===== config.mk =====
export PLATFORM = sky130hd
export DESIGN_NAME = reflex_timer_multi_flat
export DESIGN_NICKNAME = d
export VERILOG_FILES = /design/src/rtl/reflex_timer_multi_if.sv /design/src/rtl/reflex_timer_multi.sv /design/src/flat_wrapper.sv
export SDC_FILE = /design/constraint.sdc
export NUM_CORES = 1
export LEC_CHECK = 0
export BUFFER_PORTS_ARGS = -buffer_cell sky130_fd_sc_hd__buf_2
export CAP_MARGIN = 20
export CORE_UTILIZATION = 35
export CTS_BUF_LIST = sky130_fd_sc_hd__clkbuf_8
export CTS_CLUSTER_DIAMETER = 100
export DETAILED_ROUTE_END_ITERATION = 6
export GPL_ROUTABILITY_DRIVEN = 0
export PLACE_DENSITY_LB_ADDON = 0.08
export SETUP_SLACK_MARGIN = 0.02
export SYNTH_ARGS = -nofsm -noshare
export SYNTH_HDL_FRONTEND = slang
export SYNTH_SLANG_ARGS = --single-unit
export TNS_END_PERCENT = 1

===== constraint.sdc =====
create_clock -name clk -period 3.04 [get_ports clk]
set_input_delay 0.456 -clock clk [delete_from_list [all_inputs] [get_ports clk]]
set_output_delay 0.456 -clock clk [all_outputs]
set_load 0.1 [all_outputs]

===== src/rtl/reflex_timer_multi_if.sv =====
// Button inputs and game-status outputs of the reflex timer.
// The master side drives the raw buttons and the slave side is the controller.
interface reflex_timer_multi_if #(
  parameter int NUM_PLAYERS = 2
);
  logic                   ready_btn;
  logic [NUM_PLAYERS-1:0] fire_btn;
  logic                   stim_led;
  logic [13:0]            result_ms;
  logic [15:0]            result_bcd;
  logic                   bcd_valid;
  logic [2:0]             winner;
  logic                   false_start;
  logic                   timeout;
  logic [13:0]            best_ms;
  logic [2:0]             state_o;

  modport master (
    output ready_btn, fire_btn,
    input  stim_led, result_ms, result_bcd, bcd_valid, winner,
           false_start, timeout, best_ms, state_o
  );

  modport slave (
    input  ready_btn, fire_btn,
    output stim_led, result_ms, result_bcd, bcd_valid, winner,
           false_start, timeout, best_ms, state_o
  );
endinterface


===== src/rtl/reflex_timer_multi.sv =====
// Multi-player reaction-time game: debounced buttons, LFSR-random stimulus delay,
// ms timing with false-start and timeout detection, and a serial binary-to-BCD converter.
module reflex_timer_multi #(
  parameter int NUM_PLAYERS     = 2,
  parameter int DEBOUNCE_CYCLES = 500000,
  parameter int CYCLES_PER_MS   = 100000,
  parameter int MIN_DELAY_MS    = 1000,
  parameter int RAND_BITS       = 11,
  parameter int TIMEOUT_MS      = 9999
) (
  input logic                  clk,
  input logic                  reset,
  reflex_timer_multi_if.slave  bus
);
  localparam int NB = NUM_PLAYERS + 1;
  localparam int DW = $clog2(DEBOUNCE_CYCLES + 1);
  localparam int PW = (CYCLES_PER_MS > 1) ? $clog2(CYCLES_PER_MS) : 1;
  localparam logic [DW-1:0] DB_MAX  = DW'(DEBOUNCE_CYCLES);
  localparam logic [DW-1:0] DB_FIRE = DW'(DEBOUNCE_CYCLES - 1);
  localparam logic [PW-1:0] PS_LAST = PW'(CYCLES_PER_MS - 1);
  localparam logic [13:0]   T_MAX   = 14'(TIMEOUT_MS);
  localparam logic [13:0]   D_MIN   = 14'(MIN_DELAY_MS);

  typedef enum logic [2:0] {
    S_IDLE  = 3'd0,
    S_ARM   = 3'd1,
    S_WAIT  = 3'd2,
    S_GO    = 3'd3,
    S_DONE  = 3'd4,
    S_FAULT = 3'd5
  } state_t;

  // Bit 0 is the ready button, bits 1.. are the fire buttons.
  logic [NB-1:0] w_raw;
  logic [NB-1:0] w_evt;
  assign w_raw = {bus.fire_btn, bus.ready_btn};

  genvar gi;
  generate
    for (gi = 0; gi < NB; gi++) begin : g_db
      logic          r_s1;
      logic          r_s2;
      logic [DW-1:0] r_cnt;
      always_ff @(posedge clk) begin
        if (!reset) begin
          r_s1  <= 1'b0;
          r_s2  <= 1'b0;
          r_cnt <= '0;
        end else begin
          r_s1 <= w_raw[gi];
          r_s2 <= r_s1;
          if (!r_s2)
            r_cnt <= '0;
          else if (r_cnt != DB_MAX)
            r_cnt <= r_cnt + 1'b1;
        end
      end
      // Saturation past DB_FIRE means a held button produces exactly one event.
      assign w_evt[gi] = r_s2 && (r_cnt == DB_FIRE);
    end
  endgenerate

  logic                   w_ready_evt;
  logic [NUM_PLAYERS-1:0] w_fire_evt;
  logic                   w_any_fire;
  logic [2:0]             w_low;
  assign w_ready_evt = w_evt[0];
  assign w_fire_evt  = w_evt[NB-1:1];
  assign w_any_fire  = |w_fire_evt;

  always_comb begin
    w_low = 3'd0;
    for (int i = NUM_PLAYERS - 1; i >= 0; i--)
      if (w_fire_evt[i]) w_low = 3'(i);
  end

  logic [15:0] r_lfsr;
  always_ff @(posedge clk) begin
    if (!reset) r_lfsr <= 16'hACE1;
    else        r_lfsr <= {r_lfsr[14:0], r_lfsr[15] ^ r_lfsr[13] ^ r_lfsr[12] ^ r_lfsr[10]};
  end

  state_t      r_state, w_state_next;
  logic [13:0] r_ms, r_delay, r_result, r_best;
  logic [PW-1:0] r_presc;
  logic        w_tick, w_go_enter, w_do_fault, w_do_press, w_do_tmo, w_clr_presc;
  logic        r_stim_led, r_false, r_tmo, r_load;
  logic [2:0]  r_winner;

  assign w_tick      = (r_presc == PS_LAST);
  assign w_clr_presc = (r_state == S_ARM) || w_go_enter;

  always_ff @(posedge clk) begin
    if (!reset || w_clr_presc || w_tick) r_presc <= '0;
    else                                 r_presc <= r_presc + 1'b1;
  end

  always_ff @(posedge clk) begin
    if (!reset) r_state <= S_IDLE;
    else        r_state <= w_state_next;
  end

  always_comb begin
    w_state_next = r_state;
    w_go_enter   = 1'b0;
    w_do_fault   = 1'b0;
    w_do_press   = 1'b0;
    w_do_tmo     = 1'b0;
    case (r_state)
      S_IDLE, S_DONE, S_FAULT: if (w_ready_evt) w_state_next = S_ARM;
      S_ARM: w_state_next = S_WAIT;
      S_WAIT: begin
        if (r_ms == r_delay) begin
          w_state_next = S_GO;
          w_go_enter   = 1'b1;
        end else if (w_any_fire) begin
          w_state_next = S_FAULT;
          w_do_fault   = 1'b1;
        end
      end
      S_GO: begin
        // A press on the timeout cycle still counts as a press.
        if (w_any_fire) begin
          w_state_next = S_DONE;
          w_do_press   = 1'b1;
        end else if (r_ms == T_MAX) begin
          w_state_next = S_DONE;
          w_do_tmo     = 1'b1;
        end
      end
      default: w_state_next = S_IDLE;
    endcase
  end

  always_ff @(posedge clk) begin
    if (!reset) begin
      r_stim_led <= 1'b0;
      r_ms       <= '0;
      r_delay    <= '0;
      r_result   <= '0;
      r_best     <= T_MAX;
      r_winner   <= 3'd0;
      r_false    <= 1'b0;
      r_tmo      <= 1'b0;
      r_load     <= 1'b0;
    end else begin
      r_stim_led <= (w_state_next == S_GO);
      r_load     <= 1'b0;
      if (r_state == S_ARM) begin
        r_delay <= D_MIN + 14'(r_lfsr[RAND_BITS-1:0]);
        r_ms    <= '0;
        r_false <= 1'b0;
        r_tmo   <= 1'b0;
      end else if (w_go_enter) begin
        r_ms <= '0;
      end else if ((r_state == S_WAIT || r_state == S_GO) && w_tick) begin
        r_ms <= r_ms + 1'b1;
      end
      if (w_do_fault) begin
        r_winner <= w_low;
        r_false  <= 1'b1;
      end
      if (w_do_press) begin
        r_winner <= w_low;
        r_result <= r_ms;
        r_load   <= 1'b1;
        if (r_ms < r_best) r_best <= r_ms;
      end
      if (w_do_tmo) begin
        r_winner <= 3'd0;
        r_result <= T_MAX;
        r_tmo    <= 1'b1;
        r_load   <= 1'b1;
      end
    end
  end

  // Double dabble: r_load restarts a 14-step conversion; result_bcd updates only at the end.
  logic [13:0] r_bin;
  logic [15:0] r_acc, r_bcd, w_adj;
  logic [3:0]  r_bcnt;
  logic        r_busy, r_bcd_valid;

  generate
    for (gi = 0; gi < 4; gi++) begin : g_dig
      assign w_adj[4*gi +: 4] = (r_acc[4*gi +: 4] >= 4'd5) ? r_acc[4*gi +: 4] + 4'd3
                                                           : r_acc[4*gi +: 4];
    end
  endgenerate

  always_ff @(posedge clk) begin
    if (!reset) begin
      r_bin       <= '0;
      r_acc       <= '0;
      r_bcnt      <= '0;
      r_busy      <= 1'b0;
      r_bcd       <= '0;
      r_bcd_valid <= 1'b1;
    end else if (r_load) begin
      r_bin       <= r_result;
      r_acc       <= '0;
      r_bcnt      <= 4'd14;
      r_busy      <= 1'b1;
      r_bcd_valid <= 1'b0;
    end else if (r_busy) begin
      r_acc  <= {w_adj[14:0], r_bin[13]};
      r_bin  <= {r_bin[12:0], 1'b0};
      r_bcnt <= r_bcnt - 1'b1;
      if (r_bcnt == 4'd1) begin
        r_bcd       <= {w_adj[14:0], r_bin[13]};
        r_busy      <= 1'b0;
        r_bcd_valid <= 1'b1;
      end
    end
  end

  assign bus.stim_led    = r_stim_led;
  assign bus.result_ms   = r_result;
  assign bus.result_bcd  = r_bcd;
  assign bus.bcd_valid   = r_bcd_valid;
  assign bus.winner      = r_winner;
  assign bus.false_start = r_false;
  assign bus.timeout     = r_tmo;
  assign bus.best_ms     = r_best;
  assign bus.state_o     = r_state;
endmodule

===== src/flat_wrapper.sv =====
// flat-port wrapper written by rule: the top's interface ports become plain ports
module reflex_timer_multi_flat 
#(
  parameter int NUM_PLAYERS     = 2,
  parameter int DEBOUNCE_CYCLES = 500000,
  parameter int CYCLES_PER_MS   = 100000,
  parameter int MIN_DELAY_MS    = 1000,
  parameter int RAND_BITS       = 11,
  parameter int TIMEOUT_MS      = 9999
)
  (clk, reset, bus_ready_btn, bus_fire_btn, bus_stim_led, bus_result_ms, bus_result_bcd, bus_bcd_valid, bus_winner, bus_false_start, bus_timeout, bus_best_ms, bus_state_o);
  reflex_timer_multi_if #(.NUM_PLAYERS(NUM_PLAYERS)) bus_i ();
  input logic clk;
  input logic reset;
  input wire logic [$bits(bus_i.ready_btn)-1:0] bus_ready_btn;
  input wire logic [$bits(bus_i.fire_btn)-1:0] bus_fire_btn;
  output wire logic [$bits(bus_i.stim_led)-1:0] bus_stim_led;
  output wire logic [$bits(bus_i.result_ms)-1:0] bus_result_ms;
  output wire logic [$bits(bus_i.result_bcd)-1:0] bus_result_bcd;
  output wire logic [$bits(bus_i.bcd_valid)-1:0] bus_bcd_valid;
  output wire logic [$bits(bus_i.winner)-1:0] bus_winner;
  output wire logic [$bits(bus_i.false_start)-1:0] bus_false_start;
  output wire logic [$bits(bus_i.timeout)-1:0] bus_timeout;
  output wire logic [$bits(bus_i.best_ms)-1:0] bus_best_ms;
  output wire logic [$bits(bus_i.state_o)-1:0] bus_state_o;
  assign bus_i.ready_btn = bus_ready_btn;
  assign bus_i.fire_btn = bus_fire_btn;
  assign bus_stim_led = bus_i.stim_led;
  assign bus_result_ms = bus_i.result_ms;
  assign bus_result_bcd = bus_i.result_bcd;
  assign bus_bcd_valid = bus_i.bcd_valid;
  assign bus_winner = bus_i.winner;
  assign bus_false_start = bus_i.false_start;
  assign bus_timeout = bus_i.timeout;
  assign bus_best_ms = bus_i.best_ms;
  assign bus_state_o = bus_i.state_o;
  reflex_timer_multi #(.NUM_PLAYERS(NUM_PLAYERS), .DEBOUNCE_CYCLES(DEBOUNCE_CYCLES), .CYCLES_PER_MS(CYCLES_PER_MS), .MIN_DELAY_MS(MIN_DELAY_MS), .RAND_BITS(RAND_BITS), .TIMEOUT_MS(TIMEOUT_MS)) u_core (.clk(clk), .reset(reset), .bus(bus_i));
endmodule

==> results of run 1 <==
[registers in the layout (all words and copies together) (netlist names), 3 cells and up]
name	flops
u_core.bus.best_ms	14
u_core.r_acc	16
u_core.g_db.r_s2	3
u_core.r_bin	14
u_core.bus.state_o	3
u_core.r_delay	12
u_core.r_lfsr	16
u_core.bus.result_bcd	16
u_core.r_bcnt	4
u_core.bus.result_ms	14
u_core.r_presc	17
u_core.g_db.r_s1	3
u_core.g_db.r_cnt	57
u_core.r_ms	14
[cell families after synthesis]
family	Yosys count
AOI/OAI and AO/OA	158
xor gates and xnor gates	95
adders and majority gates	32
buffers and inverters	85
DFF	210
muxes	36
other	1
and+or+nand+nor	477
[metal layers]
layer	vias up	track usage, %	wire, um
met5	-	0	0
met4	0	5.45	381
met3	41	3.10	832
met2	105	24.8	9460
met1	3384	22.5	11100
li1	3869	-	-
[placed cells by master, fill, tap and decap left out, types with 19 or more instances in the layout]
cell and n:
a21oi_1 87, and2_1 19, buf_2 56, buf_4 21, clkbuf_8 50, dfxtp_1 209, ha_1 32, inv_1 49
mux2i_1 36, nand2_1 99, nand3_1 66, nand4_1 20, nor2_1 166, o21ai_0 42, xnor2_1 42, xor2_1 53
[final cells by class]
cell class	count	area [um^2]	area share [%]
Inverter	37	139	1.29
Clock inverter	15	58.8	0.546
Timing Repair Buffer	77	438	4.06
Sequential cell	210	4210	39.0
Multi-Input combinational cell	800	4830	44.8
Tap cell	335	419	3.89
Clock buffer	50	688	6.38
[worst paths after layout]
kind / endpoint / start / cells past startpoint / slack, ps
worst max-delay path: u_core.bus.winner[0] / u_core.g_db[2].r_cnt[7] / 6 / 410
worst min-delay path: u_core.g_db[0].r_s1 / bus_ready_btn / 2 / 160
worst max register to register: u_core.bus.winner[0] / u_core.g_db[2].r_cnt[7] / 6 / 410
worst min register to register: u_core.r_lfsr[15] / u_core.r_lfsr[14] / 1 / 400
[stage by stage]
| stage | worst slack, ps | total power [uW] | utilization (%) | cell area [um^2] | instances |
|---|---|---|---|---|---|
| 6_report | 412 | 5490 | 41.2 | 10800 | 1524 |
| 5_1_grt | 244 | 5750 | 41.2 | 10800 | 1524 |
| 4_1_cts | 411 | 5610 | 41.2 | 10800 | 1524 |
| 3_5_place_dp | 419 | 2960 | 38.4 | 10000 | 1459 |
| 3_3_place_gp | 503 | 2960 | 38.4 | 10000 | 1459 |
| 2_1_floorplan | 267 | 2930 | - | 9370 | 1095 |
[worst max-delay path: cells and delay by family (launching register included)]
family,cells,cell delay [ps]
AOI/OAI and AO/OA,2,530
and+or+nand+nor,4,1670
DFF,1,340
[power by group]
group	switching [uW]	total, uW	internal (uW)
sequential	15.7	2790	2780
clock	1140	2590	1460
combinational	69.8	99.7	29.9
==> flow_metrics.py, run 1 <==
metrics = {
    "timing": {
        "drv_slew": 0,
        "tightest_slew_ps": 980,
        "setup_tns_ps": 0,
        "hold_viol_final": 0,
        "setup_viol": 0,
        "fmax_mhz": 380,
        "fin_crit_ps": 2630,
        "fin_crit_sh_pct": 86.5,
        "fin_worst_skew_ps": 25.7,
        "whs_ps": 157,
        "slew_headroom_pct": 34.6,
        "rsz0062_at_grt": "false",
    },
    "global_route": {
        "grt_pass1_wl_um": 35300,
        "grt_max_degree": 36,
        "grt_pass1_vias": 6764,
        "grt_antenna_before_repair": 0,
        "groute.usage.overall_pct": 16.2,
        "overflow": 0,
    },
    "synth": {
        "synth_flop_cell": "dfxtp_1",
        "synthSimpleGateAreaFrac_pct": 24.7,
        "seq_area_frac_synth_pct": 44.9,
        "async_reset_ff_share_pct": 0,
        "synth_top_family_by_area": "simple AND/OR/NAND/NOR gates",
        "ys_ff_latch": 210,
        "yosysUniqueCellTypes": 50,
        "syn_avg_cell_area_um2": 8.56,
        "yosys_warnings": 0,
        "synth_compound_area_share_pct": 9.64,
        "synth_fa_ha_area_share_pct": 4.27,
        "synth_xor_xnor_area_share_pct": 8.88,
        "synthTopCellsByCount": "dfxtp_1, nor2_1, nand2_1",
        "synth_area_leaders": "dfxtp_1, nor2_1, xor2_1, a21oi_1, ha_1",
        "synth.most_common_cell": "dfxtp_1",
        "synth_edf_count": 0,
        "syn-cell-area_um2": 9370,
        "synth_top_area_cell": "dfxtp_1",
        "syn_inst": 1094,
        "muxShareOfSynthArea_pct": 3.85,
        "synth_top_cell_area_share_pct": 44.9,
    },
    "worst_setup_path": {
        "crit_required_ps": 3480,
        "path_cells": "or4b_1 > or4_4 > o22ai_4 > nand2b_1 > nand2_1 > a211oi_1",
        "slowest_stage": "or4_4",
        "cp-start-kind": "register",
        "cp_max_fo": 9,
        "crit_type": "register to register",
        "max_stage_delay_ps": 590,
        "end_kind": "register",
        "worstPathArrival_ps": 3070,
    },
    "layout": {
        "fillers": 2715,
        "syn2layout_area_growth_pct": 15.1,
        "diodes": 0,
        "drive_gt1_share_pct": 12.0,
        "final_nets": 1202,
    },
    "route": {
        "wl_per_cell_um": 14.3,
        "drc": 16,
        "drt-initial-drc-count": 444,
        "dr.pass1.iters": 7,
        "dr_total_vias": 7399,
        "vias_per_cell": 4.85,
        "ant_nets": 0,
        "finalWirelength_um": 21700,
    },
    "clock_network": {
        "htree_levels": 2,
        "clk_pin_slew_ps": 60,
        "cts_max_path_buffers": 3,
        "cts.repair.resized": 0,
        "clock_latency_ps": 520,
        "clock-sinks": 210,
        "post_cts_buffers": 0,
        "cts_buffers": 39,
        "root_buffer": "clkbuf_8",
        "hold_buffers": 0,
        "cts_tree": "yes",
    },
    "status": {
        "failed_checks": "DRC",
        "outcome": "finished, violations left",
    },
    "floorplanning": {
        "row_count": 59,
        "pin_count": 59,
        "fp.dieH_um": 166,
        "coreArea_um2": 26100,
        "start_util_pct": 35.8,
        "dieArea_um2": 27400,
        "die_w_um": 166,
    },
    "pwr": {
        "power_density_nw_per_um2": 509,
        "p_leak_uw": 0.00401,
        "ir_drop_mv": 0.304,
    },
    "hold_path": {
        "min_path_type": "primary input to register",
    },
    "flow_run": {
        "maxCapViolCount": 0,
    },
    "placed_design": {
        "place_hpwl_um": 14900,
        "io_buffers": 56,
    },
}
Note: power is estimated with default switching activity, not from simulation.
==> run 2, diff against run 1 <==
--- a/config.mk
+++ b/config.mk
@@ -7,12 +7,12 @@
 export LEC_CHECK = 0
 export BUFFER_PORTS_ARGS = -buffer_cell sky130_fd_sc_hd__buf_2
 export CAP_MARGIN = 20
+export CORE_ASPECT_RATIO = 0.5
 export CORE_UTILIZATION = 35
 export CTS_BUF_LIST = sky130_fd_sc_hd__clkbuf_8
 export CTS_CLUSTER_DIAMETER = 100
 export DETAILED_ROUTE_END_ITERATION = 6
 export GPL_ROUTABILITY_DRIVEN = 0
-export PLACE_DENSITY_LB_ADDON = 0.08
 export SETUP_SLACK_MARGIN = 0.02
 export SYNTH_ARGS = -nofsm -noshare
 export SYNTH_HDL_FRONTEND = slang
==> constraint.sdc (replaced) <==
create_clock -name clk -period 2.5 [get_ports clk]
set_input_delay 0.375 -clock clk [delete_from_list [all_inputs] [get_ports clk]]
set_output_delay 0.375 -clock clk [all_outputs]
set_load 0.1 [all_outputs]
==> run 2 against run 1 <==
The run still ends with DRC left. Register-to-register slack worse by 290 ps. Die area is 0.14% higher. Clock-buffer cell count is 6 lower. First-iteration DRC count is 31% higher. Critical path depth stayed put. Routed wire length is 1.6% lower. Largest cell class unchanged. Sequential power is 22% higher. Via count is 1.9% higher. Clock power is 13% higher. Sequential cell count stayed put. Power is 17% higher.
==> flow_metrics.py, run 2 (synthesis results as in run 1) <==
metrics = {
    "status": {
        "outcome": "finished, violations left",
        "failed_checks": "DRC",
    },
    "global_route": {
        "grt_pass1_wl_um": 34900,
        "grt_antenna_before_repair": 0,
        "overflow": 0,
        "groute.usage.overall_pct": 15.4,
        "grt_pass1_vias": 7076,
        "grt_max_degree": 43,
    },
    "layout": {
        "final_common_cell": "dfxtp_1",
        "diodes": 0,
        "final_cell_mix": "dfxtp_1, nor2_1, nand2_1",
        "largest_reg_flops": 57,
        "fillers": 2563,
        "largest-register": "u_core.g_db.r_cnt",
        "final_area_um2": 10800,
        "syn2layout_area_growth_pct": 14.8,
        "top_regs": "u_core.g_db.r_cnt: 57 flops, u_core.r_presc: 17 flops",
        "drive_gt1_share_pct": 13.1,
        "final_nets": 1199,
    },
    "clock_network": {
        "clk_pin_slew_ps": 60,
        "clock_latency_ps": 520,
        "htree_levels": 2,
        "root_buffer": "clkbuf_8",
        "clock-sinks": 210,
        "cts_buffers": 34,
        "cts_max_path_buffers": 3,
        "cts_tree": "yes",
    },
    "route": {
        "dr.pass1.iters": 7,
        "vias_per_cell": 4.93,
        "dr_total_vias": 7543,
        "wl_per_cell_um": 14.0,
        "drt-initial-drc-count": 580,
        "drc": 8,
        "ant_nets": 0,
        "finalWirelength_um": 21400,
    },
    "worst_setup_path": {
        "cp_max_fo": 6,
        "timing.rr.start": "u_core.g_db[2].r_cnt[7]",
        "cp-start-kind": "register",
        "crit_required_ps": 2880,
        "worstPathArrival_ps": 2760,
        "crit_path_start": "u_core.g_db[2].r_cnt[7]",
        "slowest_stage": "or4_4",
        "max_stage_delay_ps": 590,
        "crit_type": "register to register",
        "end_kind": "register",
        "path_cells": "or4b_1 > or4_4 > o32ai_4 > buf_4 > mux2i_1 > a21oi_1",
    },
    "timing": {
        "fin_crit_ps": 2380,
        "fmax_mhz": 420,
        "hold_viol_final": 0,
        "drv_slew": 0,
        "slew_headroom_pct": 52.0,
        "rsz0062_at_grt": "true",
        "fin_crit_sh_pct": 95.2,
        "fin_ws_ps": 119,
        "tightest_slew_ps": 721,
        "setup_viol": 0,
        "fin_worst_skew_ps": 15.7,
        "setup_tns_ps": 0,
    },
    "pwr": {
        "power_density_nw_per_um2": 598,
        "p_leak_uw": 0.00398,
        "p_total_uw": 6440,
        "ir_drop_mv": 0.295,
    },
    "floorplanning": {
        "die_w_um": 233,
        "fp.dieH_um": 118,
        "pin_count": 59,
        "coreArea_um2": 25800,
        "dieArea_um2": 27500,
        "start_util_pct": 36.4,
        "row_count": 41,
    },
    "hold_path": {
        "min_path_type": "primary input to register",
        "hp-start": "bus_ready_btn",
    },
    "placed_design": {
        "place_hpwl_um": 14600,
        "pre_cts_ws_ps": 106,
        "postPlaceCellArea_um2": 10100,
        "io_buffers": 56,
    },
    "flow_run": {
        "maxCapViolCount": 0,
    },
}
run 2: worst max-delay path, delay by kind of cell, from the launching register on:
| family | cells | cell delay [ps] |
|---|---|---|
| buf+inv | 1 | 240 |
| simple gates | 2 | 1120 |
| compound gates | 2 | 320 |
| flops | 1 | 340 |
| mux | 1 | 220 |
run 2: through the flow:
step	hold slack [ps]	util, %	instances
floorplan	386	-	1095
global placement	392	39.1	1470
detailed placement	393	39.1	1470
CTS	44.9	41.7	1529
global route	47.1	41.8	1529
finish	79.4	41.8	1529
run 2: cell type report:
| class | instances | area [um^2] | area share, % |
|---|---|---|---|
| tap | 344 | 430 | 4.00 |
| clock buffer | 44 | 606 | 5.63 |
| clock inverter | 15 | 61.3 | 0.570 |
| sequential | 210 | 4220 | 39.2 |
| multi-input combinational | 800 | 4850 | 45.1 |
| timing repair buffer | 79 | 453 | 4.21 |
| inverter | 37 | 139 | 1.29 |
run 2: routing by layer:
| metal | track usage (%) | up-vias | share of wire (%) |
|---|---|---|---|
| met4 | 5.07 | 0 | 2.1 |
| met3 | 3.73 | 39 | 4.9 |
| met1 | 20.5 | 3507 | 48 |
| met2 | 24.4 | 144 | 45 |
| met5 | 0 | - | 0 |
| li1 | - | 3853 | - |
run 2: final timing paths:
kind | to | slack (ps) | cells after the start
setup / recovery | u_core.bus.result_ms[1] | 120 | 6
setup reg to reg | u_core.bus.result_ms[1] | 120 | 6
hold / removal | u_core.g_db[0].r_s1 | 80 | 2
hold reg to reg | u_core.r_lfsr[15] | 420 | 1
run 2: repair_timing:
action,CTS,global route
endpoints found under the setup margin,0,17
resized for setup,0,6
buffers inserted,0,0
hold buffers,0,0
run 2: power breakdown:
group	internal, uW	switching, uW
clock	1570	1350
sequential	3380	19.5
combinational	37.5	83.5
